--- config.mk ---
export PLATFORM = sky130hd
export DESIGN_NAME = stop_watch_display_flat
export DESIGN_NICKNAME = d
export VERILOG_FILES = /design/src/rtl/stop_watch_pkg.sv /design/src/rtl/stop_watch_display_if.sv /design/src/rtl/stop_watch_seg_dec.sv /design/src/rtl/stop_watch_display.sv /design/src/flat_wrapper.sv
export SDC_FILE = /design/constraint.sdc
export NUM_CORES = 1
export LEC_CHECK = 0
export CORE_MARGIN = 1
export CORE_UTILIZATION = 55
export CTS_CLUSTER_DIAMETER = 40
export DETAILED_ROUTE_END_ITERATION = 16
export HOLD_SLACK_MARGIN = 0.02
export PLACE_DENSITY = 0.85
export REMOVE_ABC_BUFFERS = 1
export SLEW_MARGIN = 20
export SYNTH_ARGS = -nofsm -noshare
export SYNTH_HDL_FRONTEND = slang
export SYNTH_SLANG_ARGS = --single-unit
--- constraint.sdc ---
create_clock -name clk -period 6.8 [get_ports clk]
set_input_delay 1.02 -clock clk [delete_from_list [all_inputs] [get_ports clk]]
set_output_delay 1.02 -clock clk [all_outputs]
set_load 0.02 [all_outputs]
--- src/rtl/stop_watch_pkg.sv ---
// Shared constants for the stop_watch display path: digit count and
// active-high 7-segment patterns ordered {g,f,e,d,c,b,a}.
package stop_watch_pkg;
  localparam int NUM_DIGITS = 6;

  localparam logic [6:0] SEG_0     = 7'h3F;
  localparam logic [6:0] SEG_1     = 7'h06;
  localparam logic [6:0] SEG_2     = 7'h5B;
  localparam logic [6:0] SEG_3     = 7'h4F;
  localparam logic [6:0] SEG_4     = 7'h66;
  localparam logic [6:0] SEG_5     = 7'h6D;
  localparam logic [6:0] SEG_6     = 7'h7D;
  localparam logic [6:0] SEG_7     = 7'h07;
  localparam logic [6:0] SEG_8     = 7'h7F;
  localparam logic [6:0] SEG_9     = 7'h6F;
  localparam logic [6:0] SEG_DASH  = 7'h40;
  localparam logic [6:0] SEG_BLANK = 7'h00;
endpackage

--- src/rtl/stop_watch_display_if.sv ---
// Bundle between the stop_watch time source / board pins and the display driver.
interface stop_watch_display_if;
  logic       enable;
  logic [3:0] sec_lsb;
  logic [3:0] sec_msb;
  logic [3:0] min_lsb;
  logic [3:0] min_msb;
  logic [3:0] hr_lsb;
  logic [3:0] hr_msb;
  logic [5:0] dp_mask;
  logic [6:0] seg_out;
  logic       dp_out;
  logic [5:0] an_out;
  logic       frame_tick;

  modport master (
    output enable, sec_lsb, sec_msb, min_lsb, min_msb, hr_lsb, hr_msb, dp_mask,
    input  seg_out, dp_out, an_out, frame_tick
  );

  modport slave (
    input  enable, sec_lsb, sec_msb, min_lsb, min_msb, hr_lsb, hr_msb, dp_mask,
    output seg_out, dp_out, an_out, frame_tick
  );
endinterface

--- src/rtl/stop_watch_seg_dec.sv ---
// BCD digit to active-high 7-segment pattern; non-BCD codes show a dash.
module stop_watch_seg_dec
  import stop_watch_pkg::*;
(
  input  logic [3:0] i_bcd,
  output logic [6:0] o_seg
);

  // Codes 10-15 are an error indicator and must stay visible
  always_comb begin
    o_seg = SEG_DASH;
    case (i_bcd)
      4'd0:    o_seg = SEG_0;
      4'd1:    o_seg = SEG_1;
      4'd2:    o_seg = SEG_2;
      4'd3:    o_seg = SEG_3;
      4'd4:    o_seg = SEG_4;
      4'd5:    o_seg = SEG_5;
      4'd6:    o_seg = SEG_6;
      4'd7:    o_seg = SEG_7;
      4'd8:    o_seg = SEG_8;
      4'd9:    o_seg = SEG_9;
      default: o_seg = SEG_DASH;
    endcase
  end

endmodule

--- src/rtl/stop_watch_display.sv ---
// Six-digit multiplexed 7-segment driver; digits are snapshotted once per scan
// frame so one frame never mixes two time values.
module stop_watch_display
  import stop_watch_pkg::*;
#(
  parameter int DIV      = 1000,
  parameter int SEG_AL   = 1,
  parameter int AN_AL    = 1,
  parameter int LZ_BLANK = 1
) (
  input  logic                 clk,
  input  logic                 reset,
  stop_watch_display_if.slave  io_disp
);

  localparam int               PW         = (DIV > 1) ? $clog2(DIV) : 1;
  localparam logic [PW-1:0]    PRESC_LAST = PW'(DIV - 1);
  localparam logic [2:0]       IDX_LAST   = 3'(NUM_DIGITS - 1);
  localparam logic [6:0]       SEG_OFF    = (SEG_AL != 0) ? 7'h7F : 7'h00;
  localparam logic             DP_OFF     = (SEG_AL != 0) ? 1'b1 : 1'b0;
  localparam logic [5:0]       AN_OFF     = (AN_AL != 0) ? 6'h3F : 6'h00;

  logic [PW-1:0] r_presc;
  logic [2:0]    r_idx;
  logic [3:0]    r_dig [NUM_DIGITS];
  logic [6:0]    r_seg;
  logic          r_dp;
  logic [5:0]    r_an;
  logic          r_tick;

  logic          w_last;
  logic          w_snap;
  logic [3:0]    w_digit;
  logic          w_dp;
  logic [6:0]    w_dec;
  logic [6:0]    w_seg_hi;
  logic [5:0]    w_an_hi;

  assign w_last  = (r_presc == PRESC_LAST);
  assign w_snap  = io_disp.enable && w_last && (r_idx == IDX_LAST);
  assign w_an_hi = 6'd1 << r_idx;

  // Prescaler and digit index advance only while scanning is enabled
  always_ff @(posedge clk) begin
    if (reset) begin
      r_presc <= '0;
      r_idx   <= 3'd0;
    end else if (io_disp.enable) begin
      if (w_last) begin
        r_presc <= '0;
        r_idx   <= (r_idx == IDX_LAST) ? 3'd0 : r_idx + 3'd1;
      end else begin
        r_presc <= r_presc + PW'(1);
      end
    end
  end

  // Shadow digits load together on the edge that wraps idx back to 0
  always_ff @(posedge clk) begin
    if (reset) begin
      for (int i = 0; i < NUM_DIGITS; i++) r_dig[i] <= 4'd0;
    end else if (w_snap) begin
      r_dig[0] <= io_disp.sec_lsb;
      r_dig[1] <= io_disp.sec_msb;
      r_dig[2] <= io_disp.min_lsb;
      r_dig[3] <= io_disp.min_msb;
      r_dig[4] <= io_disp.hr_lsb;
      r_dig[5] <= io_disp.hr_msb;
    end
  end

  // Current digit and its live decimal-point request
  always_comb begin
    w_digit = 4'd0;
    w_dp    = 1'b0;
    case (r_idx)
      3'd0:    begin w_digit = r_dig[0]; w_dp = io_disp.dp_mask[0]; end
      3'd1:    begin w_digit = r_dig[1]; w_dp = io_disp.dp_mask[1]; end
      3'd2:    begin w_digit = r_dig[2]; w_dp = io_disp.dp_mask[2]; end
      3'd3:    begin w_digit = r_dig[3]; w_dp = io_disp.dp_mask[3]; end
      3'd4:    begin w_digit = r_dig[4]; w_dp = io_disp.dp_mask[4]; end
      3'd5:    begin w_digit = r_dig[5]; w_dp = io_disp.dp_mask[5]; end
      default: begin w_digit = 4'd0;     w_dp = 1'b0;               end
    endcase
  end

  stop_watch_seg_dec u_seg_dec (
    .i_bcd (w_digit),
    .o_seg (w_dec)
  );

  // Leading-zero blanking only touches segments; anode and dp keep working
  always_comb begin
    w_seg_hi = w_dec;
    if ((LZ_BLANK != 0) && (r_idx == IDX_LAST) && (w_digit == 4'd0)) begin
      w_seg_hi = SEG_BLANK;
    end else begin
      w_seg_hi = w_dec;
    end
  end

  // Registered pin drive with polarity applied; disabled scan goes dark
  always_ff @(posedge clk) begin
    if (reset) begin
      r_an   <= AN_OFF;
      r_seg  <= SEG_OFF;
      r_dp   <= DP_OFF;
      r_tick <= 1'b0;
    end else begin
      r_tick <= w_snap;
      if (io_disp.enable) begin
        r_an  <= (AN_AL != 0)  ? ~w_an_hi  : w_an_hi;
        r_seg <= (SEG_AL != 0) ? ~w_seg_hi : w_seg_hi;
        r_dp  <= (SEG_AL != 0) ? ~w_dp     : w_dp;
      end else begin
        r_an  <= AN_OFF;
        r_seg <= SEG_OFF;
        r_dp  <= DP_OFF;
      end
    end
  end

  assign io_disp.an_out     = r_an;
  assign io_disp.seg_out    = r_seg;
  assign io_disp.dp_out     = r_dp;
  assign io_disp.frame_tick = r_tick;

endmodule
--- src/flat_wrapper.sv ---
// flat-port wrapper written by rule: the top's interface ports become plain ports
module stop_watch_display_flat import stop_watch_pkg::*;
#(
  parameter int DIV      = 1000,
  parameter int SEG_AL   = 1,
  parameter int AN_AL    = 1,
  parameter int LZ_BLANK = 1
)
  (clk, reset, io_disp_enable, io_disp_sec_lsb, io_disp_sec_msb, io_disp_min_lsb, io_disp_min_msb, io_disp_hr_lsb, io_disp_hr_msb, io_disp_dp_mask, io_disp_seg_out, io_disp_dp_out, io_disp_an_out, io_disp_frame_tick);
  stop_watch_display_if io_disp_i ();
  input  logic clk;
  input  logic reset;
  input wire logic [$bits(io_disp_i.enable)-1:0] io_disp_enable;
  input wire logic [$bits(io_disp_i.sec_lsb)-1:0] io_disp_sec_lsb;
  input wire logic [$bits(io_disp_i.sec_msb)-1:0] io_disp_sec_msb;
  input wire logic [$bits(io_disp_i.min_lsb)-1:0] io_disp_min_lsb;
  input wire logic [$bits(io_disp_i.min_msb)-1:0] io_disp_min_msb;
  input wire logic [$bits(io_disp_i.hr_lsb)-1:0] io_disp_hr_lsb;
  input wire logic [$bits(io_disp_i.hr_msb)-1:0] io_disp_hr_msb;
  input wire logic [$bits(io_disp_i.dp_mask)-1:0] io_disp_dp_mask;
  output wire logic [$bits(io_disp_i.seg_out)-1:0] io_disp_seg_out;
  output wire logic [$bits(io_disp_i.dp_out)-1:0] io_disp_dp_out;
  output wire logic [$bits(io_disp_i.an_out)-1:0] io_disp_an_out;
  output wire logic [$bits(io_disp_i.frame_tick)-1:0] io_disp_frame_tick;
  assign io_disp_i.enable = io_disp_enable;
  assign io_disp_i.sec_lsb = io_disp_sec_lsb;
  assign io_disp_i.sec_msb = io_disp_sec_msb;
  assign io_disp_i.min_lsb = io_disp_min_lsb;
  assign io_disp_i.min_msb = io_disp_min_msb;
  assign io_disp_i.hr_lsb = io_disp_hr_lsb;
  assign io_disp_i.hr_msb = io_disp_hr_msb;
  assign io_disp_i.dp_mask = io_disp_dp_mask;
  assign io_disp_seg_out = io_disp_i.seg_out;
  assign io_disp_dp_out = io_disp_i.dp_out;
  assign io_disp_an_out = io_disp_i.an_out;
  assign io_disp_frame_tick = io_disp_i.frame_tick;
  stop_watch_display #(.DIV(DIV), .SEG_AL(SEG_AL), .AN_AL(AN_AL), .LZ_BLANK(LZ_BLANK)) u_core (.clk(clk), .reset(reset), .io_disp(io_disp_i));
endmodule
======== Word level (Yosys, flattened, before mapping) ========
Memory sizes are Yosys's and may differ from the RTL's.
Index checks and enable logic that the tools add are counted.
word-level totals
  register bits ........................... 28
  RAM bits ................................ 24
  bits in read-only memories .............. 112
  input bits .............................. 33
  output and inout port bits .............. 15
  word-level logic and storage cells ...... 50
  memories ................................ 2
cells by class
  add/sub/neg operators ................... 2
  eq/ne operators ......................... 6
  shift operators ......................... 1
  mux-type cells .......................... 16
  bitwise gates (word level) .............. 10
  reduce and logical (&&, ||, !) cells .... 7
memories
  memory            depth  bits a word  read ports  clocked after Yosys merged registers in  wr ports  line                      RTL
  (name not given)  16     7            1           0                                        0         stop_watch_seg_dec.sv:12  case (i_bcd)
  u_core.r_dig      6      4            6           0                                        6         stop_watch_display.sv:25  logic [3:0] r_dig [NUM_DIGITS];
operators with widths
  operator                 number
  $mux W4                  6
  $pmux W4 S6              1
  $add A10 B1 Y10 const B  1
  $eq A10 B10 Y1 const B   1
  $mux W10                 1
  $mux W7                  1
  $not A7 Y7               1
  $eq A3 B2 Y1 const B     2
  $eq A3 B3 Y1 const B     2
  $not A6 Y6               1
  $or A1 B1 Y1             6
  $pmux W1 S6              1
  $shl A1 B3 Y6 const A    1
  $mux W1                  5
  $logic_not A4 Y1         1
  $add A3 B1 Y3 const B    1
  $eq A3 B1 Y1 const B     1
  $logic_and A1 B1 Y1      3
  $logic_not A3 Y1         1
  $mux W3                  1
  $not A1 Y1               2
  $reduce_and A2 Y1        1
  $reduce_or A2 Y1         1

======== Logic depth before layout (Yosys ltp) ========
Gate-level depths: netlist (run 1).
  word-level depth ........................ 7
  gate-level depth with buffers ........... 12
  depth with buffers taken out ............ 10

======== Hierarchy ========
From an unflattened synthesis (run 1), not the netlist that was laid out.
second synthesis, totals
  cell total of the unflattened synthesis .. 223
  area total of the unflattened synthesis .. 2,443.6 µm²
modules (own cells, without submodules)
  module              instances  cells an instance  area each (µm²)  sequential area each (µm²)
  stop_watch_display  1          194                2,215.9          1,281.2
  stop_watch_seg_dec  1          29                 227.7            0.0

======== Least setup slack after synthesis (run 1) ========
OpenSTA, ideal clock, no wires.
  kind .................................... input port to flip-flop
  start ................................... in io_disp_enable
  end ..................................... mem u_core.r_dig[0][0] (enable)
  setup time .............................. 384 ps
  arrival ................................. 2,293 ps
  required time ........................... 6,416 ps
  setup slack ............................. 4,123 ps
  cell stages on the path ................. 5
  buffers on the path ..................... 1
  path through ............................ buf_2 -> nand3_1 -> nor4_4 -> nand2_1 -> nand2b_1
RTL lines
  item             line                      RTL
  start, declared  flat_wrapper.sv:13        input wire logic [$bits(io_disp_i.enable)-1:0] io_disp_enable;
  end, declared    stop_watch_display.sv:25

==> flow_metrics.py, run 1 <==
metrics = {
    "cts": {
        "cts_hold_buf": 0,
        "clk_latency_ns": 0.30,
        "clockBufferDepth": 2,
        "cts_buffers": 5,
        "clk_pin_slew_ns": 0.08,
        "cts_tree": "done",
        "clkSinkCount": 52,
        "cts.repair.resized": 0,
        "htreeDepth": 2,
        "cts_root_buffer": "clkbuf_8",
        "cts_setup_buffers": 0,
    },
    "global_route": {
        "grt_max_degree": 26,
        "antenna_found_initial": 0,
        "grt_pass1_vias": 1521,
        "grt_first_pass_wirelength_um": 6575,
        "grt_use_total_pct": 19.81,
        "gr-total-overflow": 0,
    },
    "worst_setup_path": {
        "end_kind": "flop",
        "cp_slowest_stage_delay_ns": 0.80,
        "cp_slowest_cell": "nand2b_1",
        "cp_max_fo": 24,
        "reg2reg_depth": 9,
        "cp_num_buf_inv": 1,
        "crit_cells": 5,
        "cp.required_ns": 6.72,
        "critPathArrivalTime_ns": 3.16,
        "path_cells": "clkdlybuf4s50_1 -> nand3_1 -> nor4_4 -> nand2_1 -> nand2b_1",
        "criticalPathCategory": "input pin to flop",
        "crit_family": "simple AND/OR/NAND/NOR gates",
        "cp-start-kind": "input pin",
    },
    "timing": {
        "slew_viol_final": 0,
        "rsz0062_at_grt": "false",
        "final_hold_viol_count": 0,
        "period_needed_ns": 3.233,
        "finalCritPeriodShare_pct": 47.54,
        "tightest_slew_ns": 1.100,
        "slew_headroom_pct": 26.67,
        "skew_ns": 0.003286,
        "fin_tns_setup_ns": 0,
        "setup-violations-final": 0,
        "fmax_mhz": 309.3,
    },
    "power": {
        "p_per_area_mw_per_mm2": 191.1,
        "leakagePower_uw": 0.001038,
        "ir_worst_vdd_v": 0.0001385,
    },
    "floorplan": {
        "rows": 23,
        "dieWidth_um": 67.61,
        "core_area_sq_mm": 0.004058,
        "dieArea_sq_mm": 0.004570,
        "io_pins": 48,
        "start_util_pct": 58.34,
        "die_h_um": 67.61,
    },
    "yosys": {
        "netlist_top_cells_area": "edfxtp_1 30%, dfxtp_1 24%, and2_1 7.4%",
        "syn_area_per_cell_sq_um": 11.22,
        "synth_top_area_share_pct": 30.44,
        "synth-edff-count": 24,
        "synth_cells": 211,
        "async_flop_share_pct": 0,
        "yosysWarnings": 0,
        "ys_seq_elements": 52,
        "syn_area_sq_mm": 0.002367,
        "dominantRegCellSynth": "dfxtp_1",
        "synth-seq-area-share_pct": 54.12,
        "synth_top_area_cell": "edfxtp_1",
        "synth_cell_types": 47,
    },
    "hold_path": {
        "min_path_cells": 2,
        "min_path_type": "flop to flop",
    },
    "final_layout": {
        "fillers": 274,
        "syn_to_final_growth_pct": 23.26,
        "nets": 294,
        "drive_gt1_share_pct": 5.118,
        "post-route-util_pct": 71.91,
        "n_antenna_cell": 0,
    },
    "drt": {
        "firstDrtPassIters": 4,
        "drc": 0,
        "wl_per_cell_um": 13.28,
        "drtAntennaViolNets": 0,
        "drt_iter0_drc": 62,
        "vias_per_cell": 5.382,
        "vias": 1636,
        "drt_wl_total_um": 4036,
    },
    "flow_run": {
        "max-cap-violations": 0,
    },
    "run_status": {
        "status": "complete, no violations",
    },
    "placement": {
        "gp_congestion": 0.7804,
        "portBuffers": 47,
        "hpwl_um": 2888,
    },
}
==> worst paths after layout <==
check / start / slack (ns) / to
max: io_disp_enable / 3.57 / u_core.r_dig[0][10]$_SDFFCE_PN0P_
min: u_core.r_presc[8]$_SDFFE_PP0P_ / 0.53 / u_core.r_presc[8]$_SDFFE_PP0P_
max reg2reg: u_core.r_idx[2]$_SDFFE_PP0N_ / 3.91 / u_core.io_disp.seg_out[0]$_SDFF_PP1_
min reg2reg: u_core.r_presc[8]$_SDFFE_PP0P_ / 0.53 / u_core.r_presc[8]$_SDFFE_PP0P_
==> worst min-delay path: stages, from the launching register on <==
cell     delay [ns]
dfxtp_1        0.35
xor2_1         0.07
nor2_1         0.07
==> area by class of cell <==
class / count / area (sq um) / share of cell area, %
clock buffer: 7 / 76.32 / 2.616
clock inverter: 1 / 3.754 / 0.1286
inverter: 5 / 18.77 / 0.6432
multi-input combinational: 142 / 1005 / 34.43
sequential: 52 / 1281 / 43.91
tap: 50 / 62.56 / 2.144
timing repair buffer: 47 / 470.5 / 16.12
==> metal layers <==
layer,track usage (%),share of wire (%),up-vias
met2,33.29,47,45
met4,11.70,2.4,0
met3,4.054,3.7,9
li1,-,-,824
met1,23.12,47,758
met5,0,0,-
==> synth_stat cells, types with 2 or more instances <==
cell and instances:
and2_1 28, dfxtp_1 28, edfxtp_1 24, nor2_1 19
nand2_1 10, ha_1 8, nand3_1 7, mux2i_1 6
clkbuf_1 5, xnor2_1 5, xor2_1 5, buf_2 4
inv_1 4, nand3b_1 4, nand4_1 4, o32a_1 4
a21oi_1 3, nand2b_1 3, nor2b_1 3, o21ai_1 3
a211oi_1 2, a221o_1 2, buf_4 2, mux2_2 2
nor3_1 2, o21a_1 2, o21ai_0 2
==> cell usage in the layout, fill, tap and decap left out, types with 5 or more instances in the layout <==
master and n:
ha_1 8, mux2i_1 6, clkbuf_8 5, nand2_1 10, clkdlybuf4s50_1 47, dfxtp_1 28, xor2_1 5, nor2_1 18
nand3_1 7, xnor2_1 5, edfxtp_1 24, and2_1 28
==> metrics by stage <==
| stage | instance area, sq um | hold WS, ns | std cells | worst slack (ns) | power [uW] |
|---|---|---|---|---|---|
| final | 2918 | 0.5262 | 304 | 3.567 | 557.7 |
| after global routing | 2918 | 0.5679 | 304 | 3.451 | 578.3 |
| after CTS | 2915 | 0.5320 | 304 | 3.515 | 561.4 |
| after detailed placement | 2835 | 0.5099 | 296 | 3.197 | 399.9 |
| after global placement | 2835 | 0.5005 | 296 | 3.325 | 398.6 |
| after floorplan | 2302 | 0.4792 | 199 | 4.305 | 370.7 |
==> registers in the layout, indices dropped and copies added (netlist names) <==
register and flops:
u_core.r_dig 24, u_core.r_presc 10, u_core.io_disp.seg_out 7, u_core.io_disp.an_out 6, u_core.r_idx 3, u_core.io_disp.dp_out 1, u_core.io_disp.frame_tick 1
==> report_power, final <==
group	total, uW	internal [uW]	switching, uW
Sequential	341	337	3.86
Clock	165	71.8	93.1
Combinational	51.7	30.1	21.6
==> cells by family (layout without fill, tap and decap cells) <==
logic type      count (synthesis)  count (layout)  share of synthesized area (%)
compound gates                 26              26                          8.404
xor+xnor                       10              10                          3.700
fa+ha+maj                       8               8                          4.228
buf+inv                        17              60                          3.541
flops                          52              52                          54.12
mux                            10              10                          4.915
simple gates                   88              88                          21.09
(Power assumes the default switching activity.)
==> run 2: changes to the inputs <==
--- a/config.mk
+++ b/config.mk
@@ -6,11 +6,11 @@
 export NUM_CORES = 1
 export LEC_CHECK = 0
 export CORE_MARGIN = 1
-export CORE_UTILIZATION = 55
+export CORE_UTILIZATION = 46
 export CTS_CLUSTER_DIAMETER = 40
 export DETAILED_ROUTE_END_ITERATION = 16
 export HOLD_SLACK_MARGIN = 0.02
-export PLACE_DENSITY = 0.85
+export PLACE_DENSITY = 0.76
 export REMOVE_ABC_BUFFERS = 1
 export SLEW_MARGIN = 20
 export SYNTH_ARGS = -nofsm -noshare
==> constraint.sdc (replaced) <==
create_clock -name clk -period 2.8 [get_ports clk]
set_input_delay 0.42 -clock clk [delete_from_list [all_inputs] [get_ports clk]]
set_output_delay 0.42 -clock clk [all_outputs]
set_load 0.02 [all_outputs]
==> run 2 against run 1 <==
Compared with the run above:
- global-route usage fell by 1.9 points
- flip-flop and latch count did not move
- setup slack got worse by 3.3 ns
- die area rose by 19%
- clock skew rose by 0.00093 ns
==> flow_metrics.py, run 2 (synthesis gave the netlist of run 1 again) <==
metrics = {
    "placement": {
        "dpl-instance-area_sq_mm": 0.002902,
        "gp_congestion": 0.8436,
        "portBuffers": 47,
        "hpwl_um": 3243,
    },
    "drt": {
        "drt_iter0_drc": 148,
        "wl_per_cell_um": 13.12,
        "vias_per_cell": 5.064,
        "drc": 0,
        "vias": 1656,
        "drt_wl_total_um": 4291,
        "firstDrtPassIters": 4,
        "drtAntennaViolNets": 0,
    },
    "timing": {
        "fin_tns_setup_ns": 0,
        "tightest_slew_ns": 0.5616,
        "skew_ns": 0.004219,
        "slew_viol_final": 0,
        "setup-violations-final": 0,
        "finalCritPeriodShare_pct": 89.64,
        "fmax_mhz": 398.4,
        "rsz0062_at_grt": "false",
        "period_needed_ns": 2.510,
        "final_hold_viol_count": 0,
        "slew_headroom_pct": 62.51,
    },
    "worst_setup_path": {
        "criticalPathCategory": "flop to flop",
        "end_kind": "flop",
        "critPathArrivalTime_ns": 2.69,
        "cp-start-kind": "flop",
        "cp_max_fo": 17,
        "cp.required_ns": 2.98,
    },
    "flow_run": {
        "max-cap-violations": 0,
    },
    "global_route": {
        "gr-total-overflow": 0,
        "grt_first_pass_wirelength_um": 7265,
        "antenna_found_initial": 0,
        "grt_use_total_pct": 17.91,
        "grt_pass1_vias": 1576,
        "grt_max_degree": 26,
    },
    "floorplan": {
        "die_h_um": 73.74,
        "io_pins": 48,
        "core_area_sq_mm": 0.004848,
        "dieWidth_um": 73.74,
        "rows": 25,
        "dieArea_sq_mm": 0.005437,
        "start_util_pct": 48.83,
    },
    "final_layout": {
        "final_cell_mix": "47 x clkdlybuf4s50_1, 28 x and2_1, 28 x dfxtp_1, 24 x edfxtp_1, 19 x nor2_1",
        "n_antenna_cell": 0,
        "layout_commonest_cell": "clkdlybuf4s50_1",
        "nets": 300,
        "regArea_sq_mm": 0.001281,
        "largest_reg_flops": 24,
        "fin_area_sq_mm": 0.002982,
        "drive_gt1_share_pct": 6.923,
        "syn_to_final_growth_pct": 25.95,
        "top_register": "u_core.r_dig",
        "post-route-util_pct": 61.50,
        "fillers": 390,
        "multiInputGateArea_sq_mm": 0.001002,
    },
    "cts": {
        "clockBufferDepth": 2,
        "cts_setup_buffers": 0,
        "cts_hold_buf": 0,
        "htreeDepth": 2,
        "clk_latency_ns": 0.29,
        "clk_pin_slew_ns": 0.08,
        "cts_tree": "done",
        "cts_root_buffer": "clkbuf_8",
        "clkSinkCount": 52,
        "cts_buffers": 5,
        "cts.repair.resized": 0,
    },
    "power": {
        "p_per_area_mw_per_mm2": 454.0,
        "leakagePower_uw": 0.001070,
        "ir_worst_vdd_v": 0.0003054,
    },
    "hold_path": {
        "min_path_type": "flop to flop",
    },
    "run_status": {
        "status": "complete, no violations",
    },
}
## run 2: worst max-delay path, stage by stage, from the launching register on
cell and delay [ns]:
dfxtp_1 0.68, and2_1 0.21, ha_1 0.29, a32o_1 0.18, a211oi_1 0.05, buf_4 0.16, ha_1 0.23, nand2_1 0.10
nand3_1 0.11, o22a_1 0.23, o32a_1 0.16
## run 2: layer usage
metal / wire length (um) / track usage [%] / part of all wire [%]
met1: 1944 / 24.10 / 45
met2: 2156 / 28.64 / 50
met3: 161 / 4.252 / 3.8
met4: 29 / 5.342 / 0.68
met5: 0 / 0 / 0
## run 2: final cells by class
type                            count  share of cell area (%)
Sequential cell                    52                   42.97
Clock buffer                        7                   2.560
Multi-Input combinational cell    142                   33.61
Tap cell                           67                   2.812
Timing Repair Buffer               53                   17.29
Clock inverter                      1                  0.1259
Inverter                            5                  0.6295
## run 2: worst paths after layout
kind	startpoint	to	slack (ns)	cells after the start
hold reg to reg	u_core.r_presc[8]$_SDFFE_PP0P_	u_core.r_presc[8]$_SDFFE_PP0P_	0.52	2
hold / removal	u_core.r_presc[8]$_SDFFE_PP0P_	u_core.r_presc[8]$_SDFFE_PP0P_	0.52	2
setup reg to reg	u_core.r_idx[1]$_SDFFE_PP0N_	u_core.io_disp.seg_out[0]$_SDFF_PP1_	0.29	10
setup / recovery	u_core.r_idx[1]$_SDFFE_PP0N_	u_core.io_disp.seg_out[0]$_SDFF_PP1_	0.29	10
## run 2: where the power goes
group | leakage, uW | switching (uW) | internal, uW | total (uW)
logic | 0.000574 | 53.1 | 75.9 | 129
registers | 0.000456 | 10.8 | 819 | 829
clock network | 0.0000399 | 221 | 174 | 395
## run 2: stage by stage
step                      total power (uW)  instances  setup slack [ns]  hold slack, ns
after floorplan                      900.3        199            0.4810          0.4792
after global placement               974.7        319            0.4413          0.4993
after detailed placement             977.5        319            0.3244          0.5137
after CTS                             1367        327            0.3061          0.5335
after global routing                  1416        327            0.1454          0.5580
final                                 1354        327            0.2900          0.5250
==> run 3: changes to the inputs <==
--- a/config.mk
+++ b/config.mk
@@ -5,8 +5,9 @@
 export SDC_FILE = /design/constraint.sdc
 export NUM_CORES = 1
 export LEC_CHECK = 0
+export ABC_AREA = 1
 export CORE_MARGIN = 1
-export CORE_UTILIZATION = 46
+export CORE_UTILIZATION = 47
 export CTS_CLUSTER_DIAMETER = 40
 export DETAILED_ROUTE_END_ITERATION = 16
 export HOLD_SLACK_MARGIN = 0.02
==> run 3 against run 2 <==
Compared with the run above:
- total power grew 1.9%
- global-route usage grew 0.18 points
- critical endpoint unchanged
- largest cell class unchanged
- fmax grew 11%
==> flow_metrics.py, run 3 <==
metrics = {
    "final_layout": {
        "fin_area_sq_mm": 0.003127,
        "final_cell_mix": "53 x inv_1, 52 x nand2_1, 47 x clkdlybuf4s50_1, 44 x nor2_1, 28 x dfxtp_1",
        "fillers": 474,
        "drive_gt1_share_pct": 10.76,
        "nets": 393,
        "fin_cells": 423,
        "layout_commonest_cell": "inv_1",
        "top_register": "u_core.r_dig",
        "largest_reg_flops": 24,
        "regArea_sq_mm": 0.001281,
        "syn_to_final_growth_pct": 24.76,
        "n_antenna_cell": 0,
        "multiInputGateArea_sq_um": 954.7,
    },
    "power": {
        "p_per_area_mw_per_mm2": 441.2,
        "leakagePower_uw": 0.001378,
        "power.total_uw": 1380,
        "ir_worst_vdd_v": 0.0002299,
    },
    "yosys": {
        "yosysWarnings": 0,
        "synth-seq-area-share_pct": 51.12,
        "async_flop_share_pct": 0,
        "synth-edff-count": 24,
        "syn_area_sq_mm": 0.002506,
        "netlist_top_cells_area": "edfxtp_1 29%, dfxtp_1 22%, inv_1 7.9%",
        "synth_most_common_cell": "inv_1",
        "synth_top_area_cell": "edfxtp_1",
        "ys_seq_elements": 52,
        "syn_area_per_cell_sq_um": 8.354,
        "synth_top_area_share_pct": 28.76,
        "dominantRegCellSynth": "dfxtp_1",
        "synthTopCellsByCount": "53 x inv_1, 52 x nand2_1, 44 x nor2_1",
        "synth_cell_types": 29,
        "synth_cells": 300,
    },
    "global_route": {
        "grt_first_pass_wirelength_um": 7500,
        "grt_max_degree": 26,
        "grt_use_total_pct": 18.10,
        "grt_pass1_vias": 1721,
        "antenna_found_initial": 0,
        "gr-total-overflow": 0,
    },
    "drt": {
        "vias": 1928,
        "vias_per_cell": 4.558,
        "wl_per_cell_um": 10.54,
        "drtAntennaViolNets": 0,
        "firstDrtPassIters": 4,
        "drt_iter0_drc": 108,
        "drc": 0,
        "drt_wl_total_um": 4458,
    },
    "worst_setup_path": {
        "cp_num_buf_inv": 1,
        "end_kind": "flop",
        "criticalPathCategory": "flop to flop",
        "cp.required_ns": 2.98,
        "critPathArrivalTime_ns": 2.45,
        "rrSetupSlack_ns": 0.53,
        "cp_slowest_cell": "dfxtp_1",
        "crit_family": "simple AND/OR/NAND/NOR gates",
        "path_cells": "nand3_1 -> o21ai_1 -> nor2_1 -> nand2_1 -> inv_1 -> ha_1 -> nand3_2 -> nor2_2 -> nor2_2 -> nand3_1",
        "cp-start-kind": "flop",
        "cp_slowest_stage_delay_ns": 0.56,
        "cp_max_fo": 10,
    },
    "timing": {
        "tightest_slew_ns": 0.5211,
        "period_needed_ns": 2.267,
        "final_hold_viol_count": 0,
        "finalCritPeriodShare_pct": 80.98,
        "setup-violations-final": 0,
        "rsz0062_at_grt": "false",
        "slew_headroom_pct": 64.99,
        "hold_ws_ns": 0.5059,
        "fmax_mhz": 441.1,
        "fin_tns_setup_ns": 0,
        "skew_ns": 0.006118,
        "slew_viol_final": 0,
    },
    "cts": {
        "clockBufferDepth": 2,
        "htreeDepth": 2,
        "cts_hold_buf": 0,
        "clk_pin_slew_ns": 0.09,
        "clkSinkCount": 52,
        "cts.repair.resized": 0,
        "cts_setup_buffers": 0,
        "cts_tree": "done",
        "cts_root_buffer": "clkbuf_8",
        "cts_buffers": 5,
        "clk_latency_ns": 0.30,
    },
    "placement": {
        "dpl-instance-area_sq_mm": 0.003038,
        "place_inst": 415,
        "portBuffers": 47,
        "gp_congestion": 0.8844,
        "hpwl_um": 3511,
    },
    "floorplan": {
        "io_pins": 48,
        "die_h_um": 75.02,
        "start_util_pct": 49.07,
        "dieWidth_um": 75.02,
        "rows": 26,
        "dieArea_sq_mm": 0.005628,
        "core_area_sq_mm": 0.005107,
    },
    "run_status": {
        "status": "complete, no violations",
    },
    "flow_run": {
        "max-cap-violations": 0,
    },
    "hold_path": {
        "min_path_type": "flop to flop",
    },
}
-- run 3: cell types whose count changed in the layout (fill, tap and decap cells not counted), sizes merged, moves of 4 or more --
cell,previous run,this run
inv,5,59
nand2,11,59
nor2,20,52
and2,28,0
nand3,7,27
o21ai,5,12
mux2i,6,0
xnor2,5,0
buf,6,2
o32a,4,0
-- run 3: per-layer routing --
metal  vias to the layer above  track usage [%]  routed length [um]
li1                       1044                -                   -
met5                         -                0                   0
met2                        49            29.53                2049
met1                       824            22.71                2098
met3                        11            5.221                 223
met4                         0            7.128                  87
-- run 3: worst min-delay path: cells and delay by family (launching register included) --
family             cells  cell delay (ns)
and+or+nand+nor        1             0.07
AOI/OAI and AO/OA      1             0.05
DFF                    1             0.34
-- run 3: worst paths after layout --
check	from	end	cells after the start
worst min register to register	u_core.r_presc[0]$_SDFFE_PP0P_	u_core.r_presc[0]$_SDFFE_PP0P_	2
worst max-delay path	u_core.r_idx[2]$_SDFFE_PP0N_	u_core.io_disp.seg_out[0]$_SDFF_PP1_	10
worst min-delay path	u_core.r_presc[0]$_SDFFE_PP0P_	u_core.r_presc[0]$_SDFFE_PP0P_	2
worst max register to register	u_core.r_idx[2]$_SDFFE_PP0N_	u_core.io_disp.seg_out[0]$_SDFF_PP1_	10
-- run 3: cells by family after synthesis --
family | share of synthesized area (%)
xor+xnor | 0.6991
compound gates | 4.643
fa+ha+maj | 3.994
flops | 51.12
buf+inv | 10.93
simple gates | 28.61
-- run 3: power breakdown --
group	internal, uW	switching, uW	total (uW)	leakage (uW)
sequential	818	9.62	828	0.000456
combinational	73.0	64.0	137	0.000881
clock	178	237	415	0.0000414
-- run 3: area by class of cell --
class / count / area share, %
Sequential cell: 52 / 40.98
Multi-Input combinational cell: 184 / 30.53
Timing Repair Buffer: 49 / 15.53
Inverter: 60 / 7.323
Tap cell: 70 / 2.801
Clock buffer: 6 / 2.321
Clock inverter: 2 / 0.5202
-- run 3: metrics by stage --
stage	worst slack, ns	utilization [%]
finish	0.5327	61.22
global route	0.3353	61.22
CTS	0.5575	61.22
detailed placement	0.5764	59.48
global placement	0.6410	59.48
floorplan	-0.1535	-
